==> src/rtl/run_length_detector.sv <==
// Run-length detector: measures runs of a chosen bit value on a gated serial
// stream. It reports each completed run's length, flags lengths selected by a
// mask, counts those matches, and remembers whether any run hit the counter
// ceiling.
module run_length_detector #(
    parameter int CNT_W = 5,
    parameter int EVT_W = 8,
    parameter int ONES  = 1
) (
    input  logic                  CLK,
    input  logic                  RESET,
    input  logic                  CLR,
    input  logic                  EN,
    input  logic                  BIT,
    input  logic [2**CNT_W-1:0]   LEN_MASK,
    output logic [1:0]            STATE,
    output logic [CNT_W-1:0]      COUNT,
    output logic                  MATCH,
    output logic                  RUN_VALID,
    output logic [CNT_W-1:0]      RUN_LEN,
    output logic                  SAT,
    output logic [EVT_W-1:0]      MATCH_CNT
);

    typedef enum logic [1:0] {
        IDLE = 2'd0,
        RUN  = 2'd1,
        OVF  = 2'd2
    } state_e;

    // Longest run the counter can represent; the counter sticks here.
    localparam logic [CNT_W-1:0] MAXR = '1;

    state_e           state_q, state_d;
    logic [CNT_W-1:0] count_q, count_d;
    logic [CNT_W-1:0] run_len_q, run_len_d;
    logic             match_q, match_d;
    logic             run_valid_q, run_valid_d;
    logic             sat_q, sat_d;
    logic [EVT_W-1:0] match_cnt_q, match_cnt_d;
    logic             run_bit;

    // Next-state logic: clear beats enable, enable gates the normal update.
    always_comb begin
        // NOTE: every signal gets a default before any branch so no path
        // leaves one unassigned; an unassigned path would infer a latch.
        state_d     = state_q;
        count_d     = count_q;
        run_len_d   = run_len_q;
        sat_d       = sat_q;
        match_cnt_d = match_cnt_q;
        match_d     = 1'b0;
        run_valid_d = 1'b0;
        run_bit     = (ONES != 0) ? BIT : ~BIT;

        if (CLR) begin
            // A run in progress is dropped silently; the last length is kept.
            state_d     = IDLE;
            count_d     = '0;
            sat_d       = 1'b0;
            match_cnt_d = '0;
        end else if (EN) begin
            unique case (state_q)
                IDLE: begin
                    if (run_bit) begin
                        count_d = CNT_W'(1);
                        state_d = RUN;
                    end
                end
                RUN: begin
                    if (run_bit) begin
                        if (count_q == MAXR) begin
                            // One bit past the ceiling: the length is now unknown.
                            state_d = OVF;
                        end else begin
                            count_d = count_q + CNT_W'(1);
                        end
                    end else begin
                        run_valid_d = 1'b1;
                        run_len_d   = count_q;
                        count_d     = '0;
                        state_d     = IDLE;
                        // Mask is looked up live at the end of the run.
                        if (LEN_MASK[count_q]) begin
                            match_d = 1'b1;
                            if (match_cnt_q != '1) begin
                                match_cnt_d = match_cnt_q + EVT_W'(1);
                            end
                        end
                    end
                end
                OVF: begin
                    if (!run_bit) begin
                        // Overflowed runs report MAXR but never count as a match.
                        run_valid_d = 1'b1;
                        run_len_d   = count_q;
                        count_d     = '0;
                        state_d     = IDLE;
                    end
                end
                default: begin
                    state_d = IDLE;
                    count_d = '0;
                end
            endcase

            // Sticky ceiling flag: any run whose count reaches MAXR.
            if (count_d == MAXR) begin
                sat_d = 1'b1;
            end
        end
    end

    // State and output registers with asynchronous reset.
    always_ff @(posedge CLK or posedge RESET) begin
        if (RESET) begin
            state_q     <= IDLE;
            count_q     <= '0;
            run_len_q   <= '0;
            match_q     <= 1'b0;
            run_valid_q <= 1'b0;
            sat_q       <= 1'b0;
            match_cnt_q <= '0;
        end else begin
            // NOTE: non-blocking assignments so every flop samples the
            // pre-edge values, independent of statement order.
            state_q     <= state_d;
            count_q     <= count_d;
            run_len_q   <= run_len_d;
            match_q     <= match_d;
            run_valid_q <= run_valid_d;
            sat_q       <= sat_d;
            match_cnt_q <= match_cnt_d;
        end
    end

    assign STATE     = state_q;
    assign COUNT     = count_q;
    assign MATCH     = match_q;
    assign RUN_VALID = run_valid_q;
    assign RUN_LEN   = run_len_q;
    assign SAT       = sat_q;
    assign MATCH_CNT = match_cnt_q;

endmodule

==> config.mk <==
export PLATFORM = sky130hd
export DESIGN_NAME = run_length_detector
export DESIGN_NICKNAME = d
export VERILOG_FILES = /design/src/rtl/run_length_detector.sv
export SDC_FILE = /design/constraint.sdc
export NUM_CORES = 1
export LEC_CHECK = 0
export ABC_AREA = 1
export CORE_ASPECT_RATIO = 0.75
export CORE_MARGIN = 4
export CORE_UTILIZATION = 48
export CTS_CLUSTER_DIAMETER = 50
export DETAILED_ROUTE_END_ITERATION = 10
export PLACE_DENSITY = 0.95
export SYNTH_ARGS = -nofsm -noshare
export SYNTH_HDL_FRONTEND = slang
export SYNTH_SLANG_ARGS = --single-unit
==> constraint.sdc <==
create_clock -name CLK -period 3.8 [get_ports CLK]
set_input_delay 0.38 -clock CLK [delete_from_list [all_inputs] [get_ports CLK]]
set_output_delay 0.38 -clock CLK [all_outputs]
set_load 0.01 [all_outputs]
==> impl_metrics.yaml <==
placed_design:
  place_congestion: 0.8767
  portBuffers: 59
  hpwl_mm: 3.586
die:
  die_height_um: 59.11
  io_pins: 60
  initial_core_util_pct: 50.49
  die_width_um: 76.14
  rows: 18
  die_area_mm2: 0.004500
  core_mm2: 0.003311
synthesis:
  synth_nets: 292
  synth_edf_count: 0
  synth_ff_type: "dfrtp_1"
  yosysUniqueCellTypes: 24
  syn-instance-count: 249
  ys_ff_latch: 23
  syn_avg_cell_area_um2: 6.713
  synth_warnings: 0
  ys_async_sr_fraction_pct: 100.0
  seq_area_frac_synth_pct: 34.43
  netlist_area_mm2: 0.001672
timing:
  worst_pin_slew_ns: 0.8428
  fin_skew_ns: 0.003176
  setup_violations: 0
  period_share_pct: 60.66
  rsz0062_at_grt: "false"
  hold_viol_final: 0
  period_needed_ns: 2.305
  fmax_mhz: 433.8
  fin_tns_setup_ns: 0
  slew-limit-headroom_pct: 43.75
  report.final.slew_viol_count: 0
routing:
  firstDrtPassIters: 4
  routed_wl_mm: 4.587
  via_per_inst: 5.350
  wl_per_cell_um: 13.37
  ant_nets: 0
  drc: 0
  vias: 1835
  dr.first_iter.drc_count: 110
worst_hold_path:
  hold_class: "register to register"
final_layout:
  synthToLayoutAreaGrowth_pct: 36.98
  seq_area_um2: 575.6
  fin_util_pct: 69.16
  drive_above_1_share_pct: 4.290
  antenna_cells: 0
  num-fill-cells: 260
  fin_nets: 347
  multi_input_area_um2: 944.7
power:
  p_comb_share_pct: 32.2
  sequentialPowerShare_pct: 44.1
  ir_worst_vdd_mv: 0.2317
  p_int_uw: 433.0
  netSwitchingFraction_pct: 32.17
  clkPwrFrac_pct: 23.7
  cellLeakagePower_nw: 1.035
  power_density_mw_per_mm2: 278.8
  switching_power_uw: 205.3
clock_network:
  clock_latency_ns: 0.27
  clk_path_buf_depth: 2
  hold_buffers: 0
  cts.sink_count: 23
  cts_buffers: 3
  postCtsSetupBuffers: 0
  root_buffer: "clkbuf_8"
  tritoncts: "yes"
  h-tree-depth: 1
  ctsResizeCount: 0
  clkSlewWorstSetupHoldPaths_ns: 0.08
worst_setup_path:
  end_kind: "register"
  r2r_setup_slack_ns: 1.49
  required_ns: 4.01
  startpoint_type: "register"
  path_class: "register to register"
  cp_data_arrival_time_ns: 2.51
  worst-path-max-fanout: 22
global_routing:
  grt_pass1_wl_mm: 7.555
  antenna_found_initial: 0
  grtUsageTotal_pct: 20.61
  grt_max_degree: 24
  grt_overflow_total: 0
  grt_pass1_vias: 1682
outcome:
  status: "completed"
job:
  maxCapViolCount: 0
## cell type report
type | instances | share of cell area, %
sequential | 23 | 25.14
inverter | 22 | 3.607
timing repair buffer | 59 | 25.79
clock inverter | 1 | 0.2186
tap | 40 | 2.186
multi-input combinational | 195 | 41.26
clock buffer | 3 | 1.803
## final timing paths
path,cells after the start,start,to
setup / recovery,12,COUNT[0]$_DFFE_PP0N_,MATCH_CNT[4]$_DFFE_PP0P_
hold / removal,2,RUN_LEN[0]$_DFFE_PP0P_,RUN_LEN[0]$_DFFE_PP0P_
setup reg to reg,12,COUNT[0]$_DFFE_PP0N_,MATCH_CNT[4]$_DFFE_PP0P_
hold reg to reg,2,RUN_LEN[0]$_DFFE_PP0P_,RUN_LEN[0]$_DFFE_PP0P_
max in group asynchronous,2,RESET,COUNT[4]$_DFFE_PP0N_
min in group asynchronous,2,RESET,MATCH_CNT[2]$_DFFE_PP0P_
## synth_stat cells (2+ instances only)
library cell / count / share of area [%]
clkbuf_1: 2 / 0.45
nand4_1: 3 / 1.1
buf_4: 3 / 1.3
ha_1: 6 / 4.5
nand3_1: 33 / 9.9
dfrtp_1: 23 / 34
nor2_1: 21 / 4.7
xor2_1: 3 / 1.6
nor3_1: 2 / 0.60
a21oi_1: 13 / 3.9
buf_6: 3 / 2.0
o21ai_0: 15 / 4.5
nand2_1: 87 / 20
inv_1: 21 / 4.7
o31ai_1: 2 / 0.90
nand3_2: 4 / 2.4
## placed cells by master (no fill, tap or decap)
cell,n
nor3_1,2
clkdlybuf4s50_1,59
nor2_4,1
a21oi_1,13
clkinv_2,1
nand3_2,4
inv_1,21
xor2_1,3
nand3_1,33
dfrtp_1,23
nor2_1,21
nand2_1,87
clkbuf_8,3
o21ai_0,15
inv_2,1
or2_2,1
nand4_2,1
nand4_1,3
o211ai_1,1
ha_1,6
o31ai_1,2
o21ai_1,1
nor2_2,1
## cell families (layout without fill, tap and decap cells)
logic type	count (synthesis)	in the layout	share of synthesized area [%]
and+or+nand+nor	154	154	40.42
xor gates and xnor gates	3	3	1.572
DFF	23	23	34.43
AOI/OAI and AO/OA	32	32	10.03
adders and majority gates	6	6	4.491
buffers and inverters	31	85	9.057
## metal layers
layer	wire (µm)	share of wire (%)	up-vias	global-route usage [%]
li1	-	-	920	-
met1	2023	44	834	25.77
met2	2162	47	72	35.12
met3	331	7.2	9	5.319
met4	70	1.5	0	7.232
met5	0	0	-	0
## power by group through the flow
| stage | clock, mW | sequential, mW | combinational (mW) |
|---|---|---|---|
| after CTS | 0.155 | 0.282 | 0.206 |
| after detailed placement | 0 | 0.287 | 0.204 |
| after global placement | 0 | 0.286 | 0.199 |
| final | 0.151 | 0.282 | 0.205 |
| after floorplan | 0 | 0.286 | 0.115 |
| after global routing | 0.165 | 0.286 | 0.229 |
## flip-flops by register name, indices dropped and copies added (netlist names)
register / cells
SAT: 1
RUN_VALID: 1
MATCH: 1
STATE: 2
RUN_LEN: 5
COUNT: 5
MATCH_CNT: 8
## per-stage QoR
step	instance area, µm²	power, mW	hold WS, ns	setup slack (ns)	std cells
CTS	2290	0.6429	0.4984	1.530	343
global route	2290	0.6795	0.5235	1.214	343
floorplan	1672	0.4012	0.3819	2.247	249
finish	2290	0.6384	0.4951	1.495	343
global placement	2243	0.4845	0.4727	1.664	339
detailed placement	2243	0.4912	0.4784	1.555	339
## critical path: stages (launching register included)
cell and delay [ns]:
dfrtp_1 0.76, inv_1 0.46, nand2_1 0.15, nand3_1 0.07, nand3_1 0.09, nand2_1 0.05
nand2_1 0.11, nand2_1 0.07, nand2_1 0.07, nand3_2 0.09, nand4_1 0.15, nand2_1 0.09
nand2_1 0.07
Power figures use the tool's default switching activity.
